**src/rtl/bus_pkg.sv**
```systemverilog
// Shared types and helpers for the N-master bus arbiter.
package bus_pkg;

    typedef enum logic {
        ST_IDLE  = 1'b0,
        ST_GRANT = 1'b1
    } arb_state_e;

    localparam int MODE_FIXED = 0;
    localparam int MODE_RR    = 1;

    // Never returns less than 1 so derived vectors stay non-empty.
    function automatic int clog2(input int value);
        int r;
        r = 0;
        while ((1 << r) < value) r++;
        return (r < 1) ? 1 : r;
    endfunction

    function automatic int wrap_add(input int a, input int b, input int n);
        return (a + b) % n;
    endfunction

endpackage

```
**src/rtl/rr_priority_picker.sv**
```systemverilog
// Combinational picker: first set request at or above i_start,
// wrapping back to index 0.
module rr_priority_picker
    import bus_pkg::*;
#(
    parameter int NUM_MASTERS = 4,
    localparam int MSEL_W = clog2(NUM_MASTERS)
) (
    input  logic [NUM_MASTERS-1:0] i_req,
    input  logic [MSEL_W-1:0]      i_start,
    output logic [NUM_MASTERS-1:0] o_grant,
    output logic [MSEL_W-1:0]      o_idx,
    output logic                   o_valid
);

    logic [MSEL_W-1:0] w_j;

    always_comb begin
        o_grant = '0;
        o_idx   = '0;
        o_valid = 1'b0;
        w_j     = '0;
        for (int i = 0; i < NUM_MASTERS; i++) begin
            w_j = MSEL_W'(wrap_add(int'(i_start), i, NUM_MASTERS));
            if (!o_valid && i_req[w_j]) begin
                o_valid      = 1'b1;
                o_grant[w_j] = 1'b1;
                o_idx        = w_j;
            end
        end
    end

endmodule

```
**src/rtl/bus_arbiter_nm.sv**
```systemverilog
// N-master bus arbiter: fixed or round-robin priority, SPLIT parking
// with resume on split_grant and timeout release.
module bus_arbiter_nm
    import bus_pkg::*;
#(
    parameter int NUM_MASTERS   = 4,
    parameter int RR_MODE       = 1,
    parameter int SPLIT_TIMEOUT = 255,
    localparam int MSEL_W       = clog2(NUM_MASTERS)
) (
    input  logic                   clk,
    input  logic                   rstn,
    input  logic [NUM_MASTERS-1:0] breq,
    output logic [NUM_MASTERS-1:0] bgrant,
    output logic [MSEL_W-1:0]      msel,
    output logic                   bus_busy,
    input  logic                   sready,
    input  logic                   ssplit,
    input  logic                   split_grant,
    output logic [NUM_MASTERS-1:0] msplit,
    output logic                   split_timeout
);

    localparam int CNT_W = clog2(SPLIT_TIMEOUT + 1);
    localparam logic [CNT_W-1:0]  CNT_MAX  = '1;
    localparam logic [CNT_W-1:0]  CNT_LAST = CNT_W'(SPLIT_TIMEOUT - 1);
    localparam logic [MSEL_W-1:0] LAST_M   = MSEL_W'(NUM_MASTERS - 1);

    arb_state_e             r_state;
    logic [NUM_MASTERS-1:0] r_bgrant;
    logic [NUM_MASTERS-1:0] r_msplit;
    logic [MSEL_W-1:0]      r_owner;
    logic [MSEL_W-1:0]      r_split_owner;
    logic [MSEL_W-1:0]      r_rr_ptr;
    logic                   r_busy;
    logic                   r_split_pending;
    logic                   r_split_timeout;
    logic [CNT_W-1:0]       r_cnt;

    logic                   w_parked;
    logic                   w_expire;
    logic                   w_win_vld;
    logic [NUM_MASTERS-1:0] w_elig;
    logic [NUM_MASTERS-1:0] w_win_oh;
    logic [MSEL_W-1:0]      w_start;
    logic [MSEL_W-1:0]      w_win_idx;
    logic [MSEL_W-1:0]      w_next_ptr;

    assign w_parked   = |r_msplit;
    assign w_elig     = breq & ~r_msplit;
    assign w_start    = (RR_MODE == MODE_RR) ? r_rr_ptr : '0;
    assign w_next_ptr = (r_owner == LAST_M) ? '0 : r_owner + 1'b1;

    // A resume request arriving with the expiry cycle beats the timeout.
    assign w_expire = (SPLIT_TIMEOUT > 0) && w_parked && !r_split_pending &&
                      !split_grant && (r_cnt == CNT_LAST);

    rr_priority_picker #(
        .NUM_MASTERS(NUM_MASTERS)
    ) u_pick (
        .i_req   (w_elig),
        .i_start (w_start),
        .o_grant (w_win_oh),
        .o_idx   (w_win_idx),
        .o_valid (w_win_vld)
    );

    always_ff @(posedge clk or negedge rstn) begin
        if (!rstn) begin
            r_state         <= ST_IDLE;
            r_bgrant        <= '0;
            r_msplit        <= '0;
            r_owner         <= '0;
            r_split_owner   <= '0;
            r_rr_ptr        <= '0;
            r_busy          <= 1'b0;
            r_split_pending <= 1'b0;
            r_split_timeout <= 1'b0;
            r_cnt           <= '0;
        end else begin
            r_split_timeout <= 1'b0;
            if (w_parked) begin
                if (split_grant) r_split_pending <= 1'b1;
                if (w_expire) begin
                    r_msplit        <= '0;
                    r_split_timeout <= 1'b1;
                    r_cnt           <= '0;
                end else if (!r_split_pending && r_cnt != CNT_MAX) begin
                    r_cnt <= r_cnt + 1'b1;
                end
            end
            unique case (r_state)
                ST_IDLE: begin
                    if (r_split_pending) begin
                        r_state         <= ST_GRANT;
                        r_bgrant        <= r_msplit;
                        r_owner         <= r_split_owner;
                        r_busy          <= 1'b1;
                        r_msplit        <= '0;
                        r_split_pending <= 1'b0;
                        r_cnt           <= '0;
                    end else if (sready && w_win_vld) begin
                        r_state  <= ST_GRANT;
                        r_bgrant <= w_win_oh;
                        r_owner  <= w_win_idx;
                        r_busy   <= 1'b1;
                    end
                end
                ST_GRANT: begin
                    if (ssplit && !w_parked) begin
                        r_state       <= ST_IDLE;
                        r_bgrant      <= '0;
                        r_busy        <= 1'b0;
                        r_msplit      <= r_bgrant;
                        r_split_owner <= r_owner;
                        r_cnt         <= '0;
                        r_rr_ptr      <= w_next_ptr;
                    end else if (!breq[r_owner]) begin
                        r_state  <= ST_IDLE;
                        r_bgrant <= '0;
                        r_busy   <= 1'b0;
                        r_rr_ptr <= w_next_ptr;
                    end
                end
            endcase
        end
    end

    assign bgrant        = r_bgrant;
    assign msel          = r_owner;
    assign bus_busy      = r_busy;
    assign msplit        = r_msplit;
    assign split_timeout = r_split_timeout;

endmodule
```
**config.mk**
```make
export PLATFORM = sky130hd
export DESIGN_NAME = bus_arbiter_nm
export DESIGN_NICKNAME = d
export VERILOG_FILES = /design/src/rtl/bus_pkg.sv /design/src/rtl/rr_priority_picker.sv /design/src/rtl/bus_arbiter_nm.sv
export SDC_FILE = /design/constraint.sdc
export NUM_CORES = 1
export LEC_CHECK = 0
export CELL_PAD_IN_SITES_DETAIL_PLACEMENT = 0
export CELL_PAD_IN_SITES_GLOBAL_PLACEMENT = 1
export CORE_MARGIN = 2
export CORE_UTILIZATION = 43
export DETAILED_ROUTE_END_ITERATION = 8
export PLACE_DENSITY_LB_ADDON = 0.05
export RECOVER_POWER = 50
export SLEW_MARGIN = 20
export SYNTH_ARGS = -nofsm -noshare
export SYNTH_HDL_FRONTEND = slang
export SYNTH_SLANG_ARGS = --single-unit
export TNS_END_PERCENT = 30
```
**constraint.sdc**
```tcl
create_clock -name clk -period 3.5 [get_ports clk]
set_input_delay 0.35 -clock clk [delete_from_list [all_inputs] [get_ports clk]]
set_output_delay 0.35 -clock clk [all_outputs]
set_load 0.05 [all_outputs]
```
==> flow_summary.json <==
{
  "finalCritPeriodShare": 0.827,
  "drive_above_1_share": 0.0635,
  "cts_resized": 0,
  "htree_levels": 1,
  "synthesis.nets": 193,
  "clk_pin_slew_ps": 100,
  "io_pins": 21,
  "die_h_um": 67.4,
  "place_ws_ps": 701,
  "grtUsageTotal": 0.209,
  "synth_edf_count": 0,
  "route.detailed.wl_per_inst_um": 17.9,
  "synth_area_per_cell_um2": 9.99,
  "setup_viol": 0,
  "async_flop_share": 1.00,
  "synth_area_leaders": "dfrtp_1 (38%), ha_1 (8.0%), mux4_2 (5.2%), a21oi_1 (3.5%), xor2_1 (3.0%)",
  "outcome": "completed",
  "grt-busiest-layer": "met2",
  "rsz0062_at_grt": "false",
  "endpoint_kind": "flip-flop",
  "first_pass_iters": 4,
  "fin_skew_ps": 4.62,
  "clock_latency_ps": 270,
  "crit_path_start_kind": "flip-flop",
  "synth_seq_cells": 26,
  "grt_pass1_vias": 1424,
  "yosysWarnings": 0,
  "clockBufferDepth": 2,
  "worstMarginPinSlew_ps": 1370,
  "root_buffer": "clkbuf_8",
  "crit_type": "flip-flop to flip-flop",
  "met3_usage": 0.0267,
  "fin_util": 0.514,
  "via_count": 1480,
  "relSlewSlack": 0.0852,
  "core_mm2": 0.00394,
  "ir_drop_mv": 0.463,
  "port_buffers": 20,
  "drc": 0,
  "maxCapViolCount": 0,
  "overflow": 0,
  "grtUsageMet2": 0.332,
  "netlist_instances": 173,
  "die_w_um": 67.4,
  "yosysMostFrequentCell": "dfrtp_1",
  "syn2layout_area_growth_pct": 17.2,
  "hpwl_um": 3250,
  "hold_buffers": 0,
  "ys_seq_area_frac": 0.377,
  "routed_via_density": 6.19,
  "leakagePower_nw": 0.841,
  "drtIter0Drc": 168,
  "synthTopCellsByCount": "dfrtp_1 (26), a21oi_1 (12), ha_1 (11)",
  "gp_congestion": 0.909,
  "drv_slew": 0,
  "fmax_ghz": 0.345,
  "cts_setup_buffers": 0,
  "use_met1": 0.315,
  "cts_buffers": 3,
  "ys.flop_type": "dfrtp_1",
  "hp-class": "flip-flop to flip-flop",
  "start_util": 0.438,
  "rows": 23,
  "p_per_area_mw_per_mm2": 974,
  "fin_ws_ps": 605,
  "period_minus_slack_ps": 2900,
  "grt_pass1_wl_um": 7190,
  "cp_max_fo": 15,
  "dieArea_mm2": 0.00454,
  "cp.arrival_ps": 3090,
  "wirelength_um": 4280,
  "antenna_found_initial": 0,
  "yosysTopAreaCell": "dfrtp_1",
  "synth_area_mm2": 0.00173,
  "yosysTopAreaCellShare": 0.377,
  "yosys.cell_types.count": 41,
  "grt_max_degree": 27,
  "fillers": 357,
  "cts_tree": "built",
  "antenna_left": 0,
  "final.setup.tns_ps": 0,
  "crit_required_ps": 3700,
  "antenna_cells": 0,
  "cts_sinks": 26,
  "finalNetCount": 210,
  "hold_viol_final": 0
}
## metrics by stage
step	cells	hold slack (ps)	power, mW	instance area (µm²)
floorplan	173	54.4	1.41	1730
global placement	235	465	1.70	1960
detailed placement	235	474	1.73	1960
CTS	239	444	1.99	2040
global route	239	536	2.13	2030
finish	239	493	1.97	2030
## layout by cell type, fill, tap and decap left out, drive strengths merged, types with 3 or more instances in the layout
cell type	synthesis	final
dfrtp	26	26
clkdlybuf4s50	0	16
a21oi	12	12
ha	11	11
nand3	10	10
nor2	9	9
nand2b	8	8
nand4	6	6
xor2	6	6
nand2	6	6
a2111oi	6	6
inv	5	5
a22o	5	5
nor2b	5	5
and2	5	5
o221ai	5	5
mux4	4	4
a22oi	4	4
dlygate4sd3	0	4
clkbuf	8	4
and3	3	3
a31oi	3	3
mux2	3	3
## final timing paths
check	endpoint	startpoint	slack [ps]	cells after the start
max	bgrant[0]	r_rr_ptr[0]	600	6
min	bus_busy	bus_busy	490	1
max reg2reg	bgrant[0]	r_rr_ptr[0]	600	6
min reg2reg	bus_busy	bus_busy	490	1
max in group asynchronous	msel[0]	rstn	1790	2
min in group asynchronous	msplit[0]	rstn	910	2
## per-layer routing
layer	vias up	wire length, µm
met1	735	2090
met3	0	206
met4	0	0
met5	-	0
li1	691	-
met2	54	1980
## layout make-up
class / instances / area, µm² / share of cell area
sequential: 26 / 651 / 0.321
multi-input combinational: 133 / 1020 / 0.503
clock inverter: 1 / 30.0 / 0.0148
tap: 50 / 62.6 / 0.0309
timing repair buffer: 21 / 204 / 0.101
inverter: 5 / 18.8 / 0.00926
clock buffer: 3 / 41.3 / 0.0204
## cells by family (layout without fill, tap and decap cells)
family,after synthesis,count (layout),synth area share
compound gates,46,46,0.199
xor+xnor,7,7,0.0355
fa+ha+maj,11,11,0.0797
buf+inv,14,30,0.0304
flops,26,26,0.377
mux,9,9,0.0833
simple gates,60,60,0.196
## where the power goes
| part | internal [mW] | switching [mW] |
|---|---|---|
| clock | 0.153 | 0.0993 |
| sequential | 0.410 | 0.166 |
| combinational | 0.446 | 0.699 |
## worst max-delay path: stages, from the launching register on
cell     delay, ps
dfrtp_1        660
inv_1          290
ha_1           480
mux4_2         570
nor3_1         470
a22oi_1        190
a21oi_1        160
## registers in the layout, indices dropped and copies added (netlist names)
signal,flops
r_split_pending,1
msplit,4
msel,2
r_rr_ptr,2
r_split_owner,2
r_state,1
r_cnt,8
split_timeout,1
bgrant,4
bus_busy,1
Power figures use the tool's default switching activity.
